==> config.mk <==
export PLATFORM = sky130hd
export DESIGN_NAME = riscv_pmpcsr
export DESIGN_NICKNAME = d
export VERILOG_FILES = /design/src/rtl/riscv_mpsoc_pkg.sv /design/src/rtl/riscv_pmpcfg_warl.sv /design/src/rtl/riscv_pmpcsr.sv
export SDC_FILE = /design/constraint.sdc
export NUM_CORES = 2
export LEC_CHECK = 0
export BUFFER_PORTS_ARGS = -buffer_cell sky130_fd_sc_hd__buf_2
export CORE_AREA = 8 8 494 496
export DETAILED_ROUTE_END_ITERATION = 16
export DIE_AREA = 0 0 502 504
export PLACE_DENSITY = 0.47
export SYNTH_ARGS = -nofsm -noshare
export SYNTH_HDL_FRONTEND = slang
export SYNTH_SLANG_ARGS = --single-unit
==> constraint.sdc <==
create_clock -name clk_i -period 42.8 [get_ports clk_i]
set_clock_uncertainty 0.05 [all_clocks]
set_input_delay 4.28 -clock clk_i [delete_from_list [all_inputs] [get_ports clk_i]]
set_output_delay 4.28 -clock clk_i [all_outputs]
set_load 0.01 [all_outputs]
==> src/rtl/riscv_mpsoc_pkg.sv <==
// Shared core constants: PMP CSR addresses, PMP address-match modes,
// privilege levels and CSR operation encodings.
package riscv_mpsoc_pkg;

  localparam logic [11:0] PMPCFG0      = 12'h3A0;
  localparam logic [11:0] PMPADDR0     = 12'h3B0;
  localparam logic [11:0] PMP_CSR_LAST = 12'h3EF;

  typedef enum logic [1:0] {
    PMP_A_OFF   = 2'b00,
    PMP_A_TOR   = 2'b01,
    PMP_A_NA4   = 2'b10,
    PMP_A_NAPOT = 2'b11
  } pmp_a_e;

  localparam logic [1:0] PRV_U = 2'b00;
  localparam logic [1:0] PRV_S = 2'b01;
  localparam logic [1:0] PRV_M = 2'b11;

  typedef enum logic [1:0] {
    CSR_OP_READ  = 2'b00,
    CSR_OP_WRITE = 2'b01,
    CSR_OP_SET   = 2'b10,
    CSR_OP_CLEAR = 2'b11
  } csr_op_e;

  function automatic logic [63:0] csr_apply_op(input csr_op_e op,
                                               input logic [63:0] old_val,
                                               input logic [63:0] operand);
    logic [63:0] res;
    unique case (op)
      CSR_OP_WRITE: res = operand;
      CSR_OP_SET:   res = old_val | operand;
      CSR_OP_CLEAR: res = old_val & ~operand;
      default:      res = old_val;
    endcase
    return res;
  endfunction

endpackage

==> src/rtl/riscv_pmpcfg_warl.sv <==
// One pmpcfg byte: applies lock and WARL legalisation to a proposed new value.
module riscv_pmpcfg_warl (
  input  logic [7:0] old_i,
  input  logic [7:0] new_i,
  input  logic       lock_i,
  output logic [7:0] cfg_o
);

  logic reserved_rw;

  // R=0,W=1 is a reserved combination; the whole byte falls back to its old value.
  assign reserved_rw = (new_i[1:0] == 2'b10);

  always_comb begin
    cfg_o = old_i;
    if (!lock_i && !reserved_rw) begin
      cfg_o = {new_i[7], 2'b00, new_i[4:0]};
    end
  end

endmodule

==> src/rtl/riscv_pmpcsr.sv <==
// PMP CSR register file: pmpcfg/pmpaddr storage, CSR access handshake,
// WARL and lock enforcement, and the packed state seen by the PMP checker.
//
// state  | meaning
// IDLE   | waiting for a request in the PMP CSR window
// RESP   | ack pulse; write already committed, rdata/illegal valid
module riscv_pmpcsr
  import riscv_mpsoc_pkg::*;
#(
  parameter int XLEN    = 64,
  parameter int PLEN    = 64,
  parameter int PMP_CNT = 16
) (
  input  logic                                             clk_i,
  input  logic                                             rst_i,
  input  logic                                             csr_req_i,
  input  logic [11:0]                                      csr_adr_i,
  input  logic [1:0]                                       csr_op_i,
  input  logic [XLEN-1:0]                                  csr_wdata_i,
  input  logic [1:0]                                       st_prv_i,
  output logic                                             csr_ack_o,
  output logic [XLEN-1:0]                                  csr_rdata_o,
  output logic                                             csr_illegal_o,
  output logic [((PMP_CNT > 0) ? PMP_CNT : 1)-1:0][7:0]     st_pmpcfg_o,
  output logic [((PMP_CNT > 0) ? PMP_CNT : 1)-1:0][XLEN-1:0] st_pmpaddr_o
);

  localparam int NE = (PMP_CNT > 0) ? PMP_CNT : 1;
  localparam int NB = XLEN / 8;
  localparam int AW = (XLEN < PLEN - 2) ? XLEN : PLEN - 2;
  localparam logic [XLEN-1:0] ADDR_MASK = {XLEN{1'b1}} >> (XLEN - AW);

  typedef enum logic {S_IDLE, S_RESP} state_e;

  state_e                    state_q, state_d;
  logic [NE-1:0][7:0]        cfg_q, cfg_d;
  logic [NE-1:0][XLEN-1:0]   addr_q, addr_d;
  logic [XLEN-1:0]           rdata_q, rdata_d;
  logic                      illegal_q, illegal_d;

  logic        in_range, is_cfg, illegal, acc_hit, wr_en;
  int          cfg_base, addr_idx;
  logic [7:0]  cfg_old_b [8];
  logic [7:0]  cfg_new_b [8];
  logic [63:0] old_word, new_word;
  logic [NE-1:0] addr_lock;

  always_comb begin
    in_range = (csr_adr_i >= PMPCFG0) && (csr_adr_i <= PMP_CSR_LAST);
    is_cfg   = (csr_adr_i < PMPADDR0);
    cfg_base = int'({csr_adr_i[3:0], 2'b00});
    addr_idx = int'(csr_adr_i - PMPADDR0);
    illegal  = (st_prv_i != PRV_M) || ((XLEN == 64) && is_cfg && csr_adr_i[0]);
    acc_hit  = (state_q == S_IDLE) && csr_req_i && in_range;
    wr_en    = acc_hit && !illegal && (csr_op_e'(csr_op_i) != CSR_OP_READ);

    for (int k = 0; k < 8; k++) begin
      cfg_old_b[k] = 8'h00;
      for (int i = 0; i < PMP_CNT; i++) begin
        if ((k < NB) && (cfg_base + k == i)) cfg_old_b[k] = cfg_q[i];
      end
    end

    old_word = '0;
    if (is_cfg) begin
      for (int k = 0; k < 8; k++) old_word[8*k +: 8] = cfg_old_b[k];
    end else begin
      for (int i = 0; i < PMP_CNT; i++) begin
        if (addr_idx == i) old_word = 64'(addr_q[i]);
      end
    end
    new_word = csr_apply_op(csr_op_e'(csr_op_i), old_word, 64'(csr_wdata_i));

    // An entry's address is frozen by its own lock or by a locked TOR entry above it.
    addr_lock = '0;
    for (int i = 0; i < PMP_CNT; i++) addr_lock[i] = cfg_q[i][7];
    for (int i = 0; i < PMP_CNT - 1; i++) begin
      if (cfg_q[i+1][7] && (cfg_q[i+1][4:3] == PMP_A_TOR)) addr_lock[i] = 1'b1;
    end
  end

  for (genvar k = 0; k < 8; k++) begin : g_warl
    riscv_pmpcfg_warl u_warl (
      .old_i  (cfg_old_b[k]),
      .new_i  (new_word[8*k +: 8]),
      .lock_i (cfg_old_b[k][7]),
      .cfg_o  (cfg_new_b[k])
    );
  end

  always_comb begin
    state_d   = state_q;
    cfg_d     = cfg_q;
    addr_d    = addr_q;
    rdata_d   = rdata_q;
    illegal_d = illegal_q;
    unique case (state_q)
      S_IDLE: begin
        if (acc_hit) begin
          state_d   = S_RESP;
          illegal_d = illegal;
          rdata_d   = illegal ? '0 : old_word[XLEN-1:0];
          for (int i = 0; i < PMP_CNT; i++) begin
            for (int k = 0; k < NB; k++) begin
              if (wr_en && is_cfg && (cfg_base + k == i)) cfg_d[i] = cfg_new_b[k];
            end
            if (wr_en && !is_cfg && (addr_idx == i) && !addr_lock[i]) begin
              addr_d[i] = new_word[XLEN-1:0] & ADDR_MASK;
            end
          end
        end
      end
      default: state_d = S_IDLE;
    endcase
  end

  always_ff @(posedge clk_i or posedge rst_i) begin
    if (rst_i) begin
      state_q   <= S_IDLE;
      cfg_q     <= '0;
      addr_q    <= '0;
      rdata_q   <= '0;
      illegal_q <= 1'b0;
    end else begin
      state_q   <= state_d;
      cfg_q     <= cfg_d;
      addr_q    <= addr_d;
      rdata_q   <= rdata_d;
      illegal_q <= illegal_d;
    end
  end

  assign csr_ack_o     = (state_q == S_RESP);
  assign csr_rdata_o   = rdata_q;
  assign csr_illegal_o = illegal_q;
  assign st_pmpcfg_o   = cfg_q;
  assign st_pmpaddr_o  = addr_q;

endmodule

==> impl_metrics.yaml <==
status:
  status: "finished, violations left"
  violations: "max-capacitance violations, max-slew violations"
critical_path:
  worstSetupStartpointType: "primary input"
  cp_data_required_time_ps: 43450
  cp_num_buf_inv: 5
  cpLargestDelayFamily: "compound AO/OA/AOI/OAI gates"
  r2r_end: "st_pmpaddr_o[274]"
  crit_cells: 14
  ff2ff_setup_slack_ps: 38040
  cp_common_cell: "buf_4"
  worstPathCellList: "buf_8 > buf_4 > buf_4 > nor2b_2 > buf_4 > nand2_2 > buf_4 > o22a_1 > o21ai_0 > o21ai_0 > o31a_1 > a21oi_4 > mux2i_1 > mux2_2"
  r2r_start: "st_pmpaddr_o[82]"
  critPathKind: "primary input to register"
  cp_slowest_cell: "o21ai_0"
  worst-path-max-fanout: 41
  max_stage_delay_ps: 970
  end_kind: "register"
  reg2regPathDepth: 9
  cp.arrival_ps: 11720
sta:
  tightest_slew_ps: 1521
  rsz0062_at_grt: "false"
  fmax_mhz: 90.32
  final.setup.tns_ps: 0
  period_needed_ps: 11070
  drv_slew: 1
  slew_headroom_pct: -1.382
  final.period_utilization_pct: 25.87
  finalHoldViolCount: 0
  setup_viol: 0
  hold_ws_ps: 421.8
synth:
  yosysWarnings: 0
  ys_types: 106
  synth-edff-count: 0
  ys_seq_area_share_pct: 51.51
  ys_ff_latch: 1186
  syn_inst: 6267
  synth_area_um2: 57620
  synth-main-ff-cell: "dfrtp_1"
  avgSynthCellArea_um2: 9.194
  async_flop_share_pct: 100.0
power:
  p_leak_nw: 36.97
  pwr_density_cell_nw_per_um2: 36.76
  ir_drop_mv: 0.02943
layout:
  fin_nets: 7462
  final_cell_mix: "nand2_1 (1693), buf_2 (1264), dfrtp_1 (1186)"
  layout_commonest_cell: "nand2_1"
  drive_gt1_share_pct: 28.04
  area_growth_pct: 27.09
worst_hold_path:
  hp-start: "csr_rdata_o[34]"
  hold_path.class: "register to register"
  holdPathStages: 2
  hold_end: "csr_rdata_o[34]"
routing:
  routed_wl_mm: 466.2
  drtPass1Iterations: 6
  drt_iter0_markers: 8153
  wirelength_met1_mm: 184.4
  ant_nets: 0
  routed_via_density: 5.647
  highest_layer: "met5"
  drc: 0
  wire_per_inst_um: 43.48
  met3_wirelength_mm: 65.12
  wl_met2_mm: 189.6
  vias: 60550
grt:
  track_usage_pct: 35.21
  grt_pass1_wl_mm: 596.4
  grt_pass1_vias: 55310
  grt_max_degree: 159
  grt_overflow: 0
  antenna_found_initial: 96
clock_network:
  clk_path_buf_depth: 3
  clock_latency_ps: 840
  cts_tree: "yes"
  hold_buffers: 0
  clockRootBuffer: "clkbuf_16"
  cts_setup_buffers: 0
  numCtsBuffers: 151
  cts_resized: 0
  h-tree-depth: 4
  cts.sinks: 1186
  clkSlewWorstSetupHoldPaths_ps: 60
floorplan:
  die_w_um: 502
  core_area_um2: 236300
  io_pins: 1301
  num_rows: 179
  dieArea_um2: 253000
  start_util_pct: 24.39
  die_h_um: 504
placement:
  place_congestion: 0.9463
  io_buffer_count: 1267
  dpl.hpwl_mm: 350.6
flow_run:
  cap_viol_max_count: 1
[metrics by stage]
stage	instance area (µm²)	cells	power, mW	setup WS [ps]	util (%)
3_3_place_gp	67990	10390	1.359	31480	28.77
2_1_floorplan	57740	6298	1.245	5060	-
3_5_place_dp	67990	10390	1.360	31440	28.77
5_1_grt	73120	10680	2.752	31900	30.94
6_report	73230	10720	2.692	31730	30.99
4_1_cts	73070	10670	2.704	32320	30.93
[worst max path at each step]
stage | start | endpoint | slack [ps]
floorplan | rst_i | csr_ack_o | 5060
global placement | csr_adr_i[0] | st_pmpcfg_o[43] | 31480
detailed placement | csr_adr_i[0] | st_pmpcfg_o[107] | 31440
CTS | csr_adr_i[0] | st_pmpcfg_o[107] | 32320
global route | csr_adr_i[0] | st_pmpcfg_o[43] | 31900
finish | csr_adr_i[0] | st_pmpcfg_o[107] | 31730
[synthesized netlist by cell type (24+ instances only)]
master / count / area [µm²]
dfrtp_1: 1186 / 29680
inv_1: 41 / 153.9
mux2i_1: 149 / 1491
nor3_1: 54 / 270.3
nand4_1: 26 / 162.7
nand3_1: 79 / 395.4
a22o_1: 37 / 324.1
o2bb2ai_1: 33 / 289.0
a21oi_1: 293 / 1466
a2bb2oi_1: 26 / 227.7
buf_4: 64 / 480.5
mux4_2: 37 / 833.3
buf_2: 162 / 810.8
o21ai_0: 704 / 3523
a22oi_1: 98 / 735.7
mux2_2: 137 / 1543
clkbuf_1: 317 / 1190
o22ai_1: 98 / 613.1
nor2_1: 331 / 1242
and3_1: 36 / 225.2
a211oi_1: 32 / 240.2
a31oi_1: 34 / 212.7
a221oi_1: 38 / 332.8
o31ai_1: 39 / 292.8
o211ai_1: 45 / 337.8
a221o_1: 24 / 240.2
nand2_1: 1700 / 6381
[power by group]
group | internal (mW) | leakage, nW | total (mW) | switching (mW)
Combinational | 0.0390 | 17.9 | 0.222 | 0.183
Sequential | 1.12 | 16.6 | 1.12 | 0.00101
Clock | 0.776 | 2.48 | 1.35 | 0.570
Total | 1.94 | 37.0 | 2.69 | 0.754
[state kept, by name, indices dropped and copies added, names as in the netlist]
name / cells
csr_rdata_o: 64
st_pmpcfg_o: 128
csr_ack_o: 1
st_pmpaddr_o: 992
csr_illegal_o: 1
[worst min-delay path: stages (launching register included)]
cell     delay [ps]
dfrtp_1         330
nand2_1          40
o21ai_0          60
[cell families (layout without fill, tap and decap cells)]
group	Yosys count	after routing	synth area share (%)
XOR/XNOR	1	1	0.01520
other	1	89	0.006508
AO/OA/AOI/OAI	1743	1743	19.21
buffers and inverters	632	1833	5.264
flip-flops	1186	1186	51.51
AND/OR/NAND/NOR	2377	2377	17.16
multiplexers	327	327	6.836
[area by class of cell]
cell class	count	area, µm²
antenna	57	142.6
clock buffer	224	4397
clock inverter	49	688.2
fill	25000	163100
inverter	43	168.9
multi-input combinational	4480	25860
sequential	1186	29680
tap	3167	3963
timing repair buffer	1517	8335
[metal layers]
metal | track usage [%] | vias to the layer above
met5 | 0 | -
met3 | 16.39 | 807
met1 | 45.20 | 30920
met2 | 49.89 | 4501
met4 | 16.54 | 30
li1 | - | 24290
(Power assumes the default switching activity.)
